## src/rtl/wire_serial_rx.sv

```systemverilog
// rtl/wire_serial_rx.sv - single-wire serial frame receiver with one-entry valid/ready output buffer
// Purpose: synchronizes the asynchronous line 'in', detects start bits, samples
//   DATA_W data bits LSB first at mid-bit, checks the stop bit and hands each
//   good word to a one-entry output buffer.
// Optional feature macro: WIRE_SERIAL_RX_PARITY_EN adds one even-parity bit
//   between the last data bit and the stop bit.
// Ports:
//   clk        system clock, all state on rising edge
//   rst_n      asynchronous active-low reset
//   in         raw serial line, asynchronous, idle high
//   out_data   received word, stable while out_valid=1
//   out_valid  word available
//   out_ready  consumer accepts word when out_valid && out_ready
//   frame_err  one-cycle pulse: stop bit sampled 0
//   overrun    one-cycle pulse: word completed while buffer full and not draining
//   parity_err one-cycle pulse: parity mismatch (always 0 without parity)
module wire_serial_rx #(
  parameter int DATA_W       = 8,
  parameter int CLKS_PER_BIT = 16
) (
  input  logic              clk,
  input  logic              rst_n,
  input  logic              in,
  output logic [DATA_W-1:0] out_data,
  output logic              out_valid,
  input  logic              out_ready,
  output logic              frame_err,
  output logic              overrun,
  output logic              parity_err
);

  localparam int CNT_W = $clog2(CLKS_PER_BIT);
  localparam int IDX_W = $clog2(DATA_W + 1);
  localparam logic [CNT_W-1:0] HALF_BIT = CNT_W'(CLKS_PER_BIT / 2 - 1);
  localparam logic [CNT_W-1:0] FULL_BIT = CNT_W'(CLKS_PER_BIT - 1);
  localparam logic [IDX_W-1:0] LAST_IDX = IDX_W'(DATA_W - 1);

  typedef enum logic [2:0] {IDLE, START, DATA, PARITY, STOP, BREAK} state_t;

  state_t            state;
  state_t            state_nxt;
  logic              sync1;
  logic              line_s;
  logic [CNT_W-1:0]  cnt;
  logic [IDX_W-1:0]  idx;
  logic [DATA_W-1:0] shreg;
  logic [DATA_W:0]   shreg_in;
  logic              par_bad;
  logic              tick;
  logic              word_ok;
  logic              stop_bad;
  logic              par_fail;
  logic              load;
  logic              drop;

  // Two-flop synchronizer; resets to the idle (high) line level.
  always_ff @(posedge clk or negedge rst_n) begin
    if (!rst_n) begin
      sync1  <= 1'b1;
      line_s <= 1'b1;
    end else begin
      sync1  <= in;
      line_s <= sync1;
    end
  end

  assign tick = (cnt == '0);

  // New bit enters at the top; after DATA_W shifts the first bit sits at bit 0.
  assign shreg_in = {line_s, shreg};

  // FSM state register
  always_ff @(posedge clk or negedge rst_n) begin
    if (!rst_n) state <= IDLE;
    else        state <= state_nxt;
  end

  // FSM next-state logic
  always_comb begin
    state_nxt = state;
    case (state)
      IDLE:   if (!line_s) state_nxt = START;
      START:  if (tick) state_nxt = line_s ? IDLE : DATA;
      DATA: begin
        if (tick && idx == LAST_IDX) begin
`ifdef WIRE_SERIAL_RX_PARITY_EN
          state_nxt = PARITY;
`else
          state_nxt = STOP;
`endif
        end
      end
      PARITY: if (tick) state_nxt = STOP;
      STOP:   if (tick) state_nxt = line_s ? IDLE : BREAK;
      BREAK:  if (line_s) state_nxt = IDLE;
      default: state_nxt = IDLE;
    endcase
  end

  // FSM outputs: stop-bit evaluation strobes
  always_comb begin
    word_ok  = 1'b0;
    stop_bad = 1'b0;
    par_fail = 1'b0;
    if (state == STOP && tick) begin
      word_ok  = line_s && !par_bad;
      stop_bad = !line_s;
      par_fail = par_bad;
    end
  end

  // Bit-phase counter, bit index and shift register
  always_ff @(posedge clk or negedge rst_n) begin
    if (!rst_n) begin
      cnt   <= '0;
      idx   <= '0;
      shreg <= '0;
    end else begin
      case (state)
        IDLE:  if (!line_s) cnt <= HALF_BIT;
        BREAK: cnt <= '0;
        default: cnt <= tick ? FULL_BIT : cnt - CNT_W'(1);
      endcase
      if (state == START && tick) idx <= '0;
      if (state == DATA && tick) begin
        shreg <= shreg_in[DATA_W:1];
        idx   <= idx + IDX_W'(1);
      end
    end
  end

`ifdef WIRE_SERIAL_RX_PARITY_EN
  // Even parity: data bits plus parity bit must hold an even number of ones.
  always_ff @(posedge clk or negedge rst_n) begin
    if (!rst_n)                      par_bad <= 1'b0;
    else if (state == START)         par_bad <= 1'b0;
    else if (state == PARITY && tick) par_bad <= line_s ^ (^shreg);
  end
`else
  assign par_bad = 1'b0;
`endif

  // A full buffer that drains this cycle can still take the new word.
  assign load = word_ok && (!out_valid || out_ready);
  assign drop = word_ok && out_valid && !out_ready;

  // Output buffer and error pulses
  always_ff @(posedge clk or negedge rst_n) begin
    if (!rst_n) begin
      out_data   <= '0;
      out_valid  <= 1'b0;
      frame_err  <= 1'b0;
      overrun    <= 1'b0;
      parity_err <= 1'b0;
    end else begin
      frame_err  <= stop_bad;
      overrun    <= drop;
      parity_err <= par_fail;
      if (load) begin
        out_data  <= shreg;
        out_valid <= 1'b1;
      end else if (out_ready) begin
        out_valid <= 1'b0;
      end
    end
  end

endmodule

```

## config.mk

```make
export PLATFORM = sky130hd
export DESIGN_NAME = wire_serial_rx
export DESIGN_NICKNAME = d
export VERILOG_FILES = /design/src/rtl/wire_serial_rx.sv
export SDC_FILE = /design/constraint.sdc
export NUM_CORES = 1
export LEC_CHECK = 0
export BUFFER_PORTS_ARGS = -buffer_cell sky130_fd_sc_hd__buf_2
export CAP_MARGIN = 10
export CORE_ASPECT_RATIO = 0.8
export CORE_MARGIN = 2
export CORE_UTILIZATION = 60
export CTS_BUF_LIST = sky130_fd_sc_hd__clkbuf_2
export DETAILED_ROUTE_END_ITERATION = 10
export PLACE_DENSITY = 0.85
export SETUP_SLACK_MARGIN = 0.4
export SLEW_MARGIN = 20
export SYNTH_ARGS = -nofsm -noshare
export SYNTH_HDL_FRONTEND = slang
export SYNTH_SLANG_ARGS = --single-unit
```

## constraint.sdc

```tcl
create_clock -name clk -period 2.15 [get_ports clk]
set_clock_uncertainty 0.1 [all_clocks]
set_input_delay 0.3225 -clock clk [delete_from_list [all_inputs] [get_ports clk]]
set_output_delay 0.3225 -clock clk [all_outputs]
set_load 0.02 [all_outputs]
```

==> results.md <==
* Status: finished clean
* HPWL Detailed at 2100 um
* I/O Pins at 16
* CTS Buffer Depth at 2
* Via density at between 5 and 6
* CP Max Fanout at 6
* Num rows at 16
* Final total negative setup slack at 0 ns
* Crit share post-route at 0.854
* Share of the yosys chip area belonging to registers at 0.520
* Total CTS buffers at 5
* Pwr dens at between 900 and 1000 mW/mm^2
* Worst-path clk slew at 0.18 ns
* Worst slack at placement at 0.241 ns
* Grt ovf at 0
* H-tree levels at 2
* Unique masters post-synth at 42
* Hold_sp: out_ready
* Clock network power share at 0.231
* Cells after Synth at about 140
* Worst setup EP type: flip-flop
* Switching share of total power at 0.342
* Drt pass-1 iters at 5
* Initial DRC count at 63
* Int Pwr at 1.17 mW
* Slew Viols, Final at 0
* Fin. Hold Viols at 0
* Wirelength per Cell at around 16 um
* FFs w/ async S/R, synth at 1.00
* Cells on worst reg2reg path at 5
* Die area at 0.00300 mm^2
* Arr. time, crit path at 2.07 ns
* # DRC at 0
* Hold crit path type: in2reg
* Top cell type's share of synthesized area at 0.486
* Gpl congestion at between 0.8 and 0.9
* Filler instances at 171
* Final worst setup slack at 0.313 ns
* Syn nets at 141
* Peak Freq at roughly 540 MHz
* Rel. slew slack at 0.553
* IO Port Bufs at 14
* Initial Util at 0.632
* Worst slew pin tran at 0.671 ns
* Area grow syn2layout at 18.3%
* N_diodes at 0
* Clock Tree Root: clkbuf_2
* Leading area contributor after synthesis: dfrtp_1
* Largest cells by area after synthesis: dfrtp_1 49%, mux2_4 7.8%, mux2_2 5.8%
* Setup Crit Path Kind: reg2reg
* Global Route Usage Sum at 0.244
* First-pass GRT wire length at 5230 um
* Worst endpoint required time at 2.38 ns
* Largest net degree at the start of global routing at 33
* Top FF cell, synth: dfrtp_1
* Maxcap violations at 0
* Reg2reg setup slack at 0.31 ns
* YS warnings at 0
* Initial antenna violation count at 0
* Post-synth EDFFs at 0
* Final layout net count at about 170
* Clock Sinks at 32
* Switching power at 0.607 mW
* Critical Path Source: cnt[0]
* Die width at 60.7 um
* Syn avg cell area at 11.4 um^2
* Vias in the first global route at about 1100
* Peak VDD IR at 0.802 mV
* Min Tclk post-route at 1.84 ns
* Vias post-DR at 1134
* R2r startpoint: cnt[0]
* Flops & latches, synth at 32
* Die Span Y at roughly 49 um
* Static Leak at just over 0.9 nW
* Comb power frac at 0.335
* Sequential Power Share at 0.434
* Clock Latency Late Sink at 0.39 ns
* Hold Crit Depth at 3
* Area of the mapped netlist at 0.00154 mm^2
* CP Launch Type: flip-flop
* Area of the core at 0.00244 mm^2
* RSZ-0062 raised after global routing: yes
* Routed WL at 3210 um
* Share of cells above drive strength 1 at 0.380
* TritonCTS clock tree: done
* Final ANT Viol Nets at 0
* Final setup viols at 0
[sequential cells by signal (all words and copies together) (netlist names), 3 cells and up]
name and flops:
shreg 8, idx 4, cnt 4, state 3
out_data 8
[placed cells by master (no fill, tap or decap), types with 2 or more instances in the layout]
cell type       n
dfrtp_1        30
buf_2          14
buf_4          13
a21oi_1         8
o21ai_0         8
mux2_2          8
mux2_4          8
nor2_1          6
nand3_1         6
nand2_1         6
clkbuf_2        5
inv_1           3
inv_2           2
nand2b_1        2
a31oi_1         2
nor3_1          2
o22ai_1         2
o311ai_0        2
o2bb2ai_1       2
nand3b_1        2
dlygate4sd3_1   2
dfstp_2         2
[critical path: stages (launching register included)]
cell     delay (ns)
dfrtp_1        0.43
inv_2          0.09
ha_4           0.17
or4b_4         0.49
or4_1          0.41
nand3_1        0.09
[final timing paths]
path | to
min in group asynchronous | idx[1]
max in group asynchronous | shreg[6]
hold reg to reg | line_s
setup / recovery | idx[2]
hold / removal | overrun
setup reg to reg | idx[2]
[power groups by stage]
stage                     Sequential [mW]  Clock [mW]  Combinational [mW]
after floorplan                     0.742           0               0.401
after detailed placement            0.783           0               0.450
final                               0.770       0.411               0.596
after global routing                0.784       0.443               0.648
after CTS                           0.765       0.415               0.530
after global placement              0.780           0               0.420
[cell type report]
type                            count  area [um^2]  area share
Clock buffer                        5         25.0      0.0137
Tap cell                           36         45.0      0.0247
Multi-Input combinational cell     89          704       0.386
Timing Repair Buffer               29          188       0.103
Sequential cell                    32          803       0.440
Clock inverter                      3         42.5      0.0233
Inverter                            5         18.8      0.0103
[layer usage]
metal,GRT usage,vias up,routed length [um]
met4,0.120,0,29
li1,-,544,-
met3,0.0663,6,157
met5,0,-,0
met2,0.387,35,1610
met1,0.302,549,1410
[cell families (layout without fill, tap and decap cells)]
| logic type | count (synthesis) | in the layout | share of synthesized area |
|---|---|---|---|
| mux | 17 | 17 | 0.143 |
| fa+ha+maj | 2 | 2 | 0.0162 |
| buf+inv | 14 | 42 | 0.0470 |
| simple gates | 38 | 38 | 0.145 |
| other cells | 1 | 1 | 0.00243 |
| xor+xnor | 1 | 1 | 0.00567 |
| compound gates | 30 | 30 | 0.121 |
| flops | 32 | 32 | 0.520 |
[per-stage QoR]
stage | utilization | power (mW) | cell area, um^2 | hold slack [ns] | cells
floorplan | - | 1.14 | 1570 | -0.0731 | 135
global placement | 0.677 | 1.20 | 1650 | 0.247 | 179
detailed placement | 0.677 | 1.23 | 1650 | 0.249 | 179
CTS | 0.737 | 1.71 | 1800 | 0.191 | 196
global route | 0.748 | 1.88 | 1830 | 0.184 | 199
finish | 0.748 | 1.78 | 1830 | 0.200 | 199
[synthesized netlist by cell type (all sizes together), types with 2 or more instances]
master,number
nand3,7
o311ai,2
a21oi,8
clkbuf,4
nor2,7
mux2,16
a31oi,2
inv,5
dfrtp,30
nand2b,3
o22ai,2
nand2,6
nor3,2
nand3b,2
ha,2
buf,5
o2bb2ai,2
dfstp,2
o21ai,9
[timing repair]
| action | CTS | global route |
|---|---|---|
| endpoints found under the setup margin | 21 | 22 |
| gates resized for setup | 1 | 3 |
| hold buffers | 2 | 0 |
| setup buffers | 7 | 3 |
| pin swaps | 2 | 2 |
| endpoints found under the hold margin | 31 | 0 |
(Power assumes the default switching activity.)
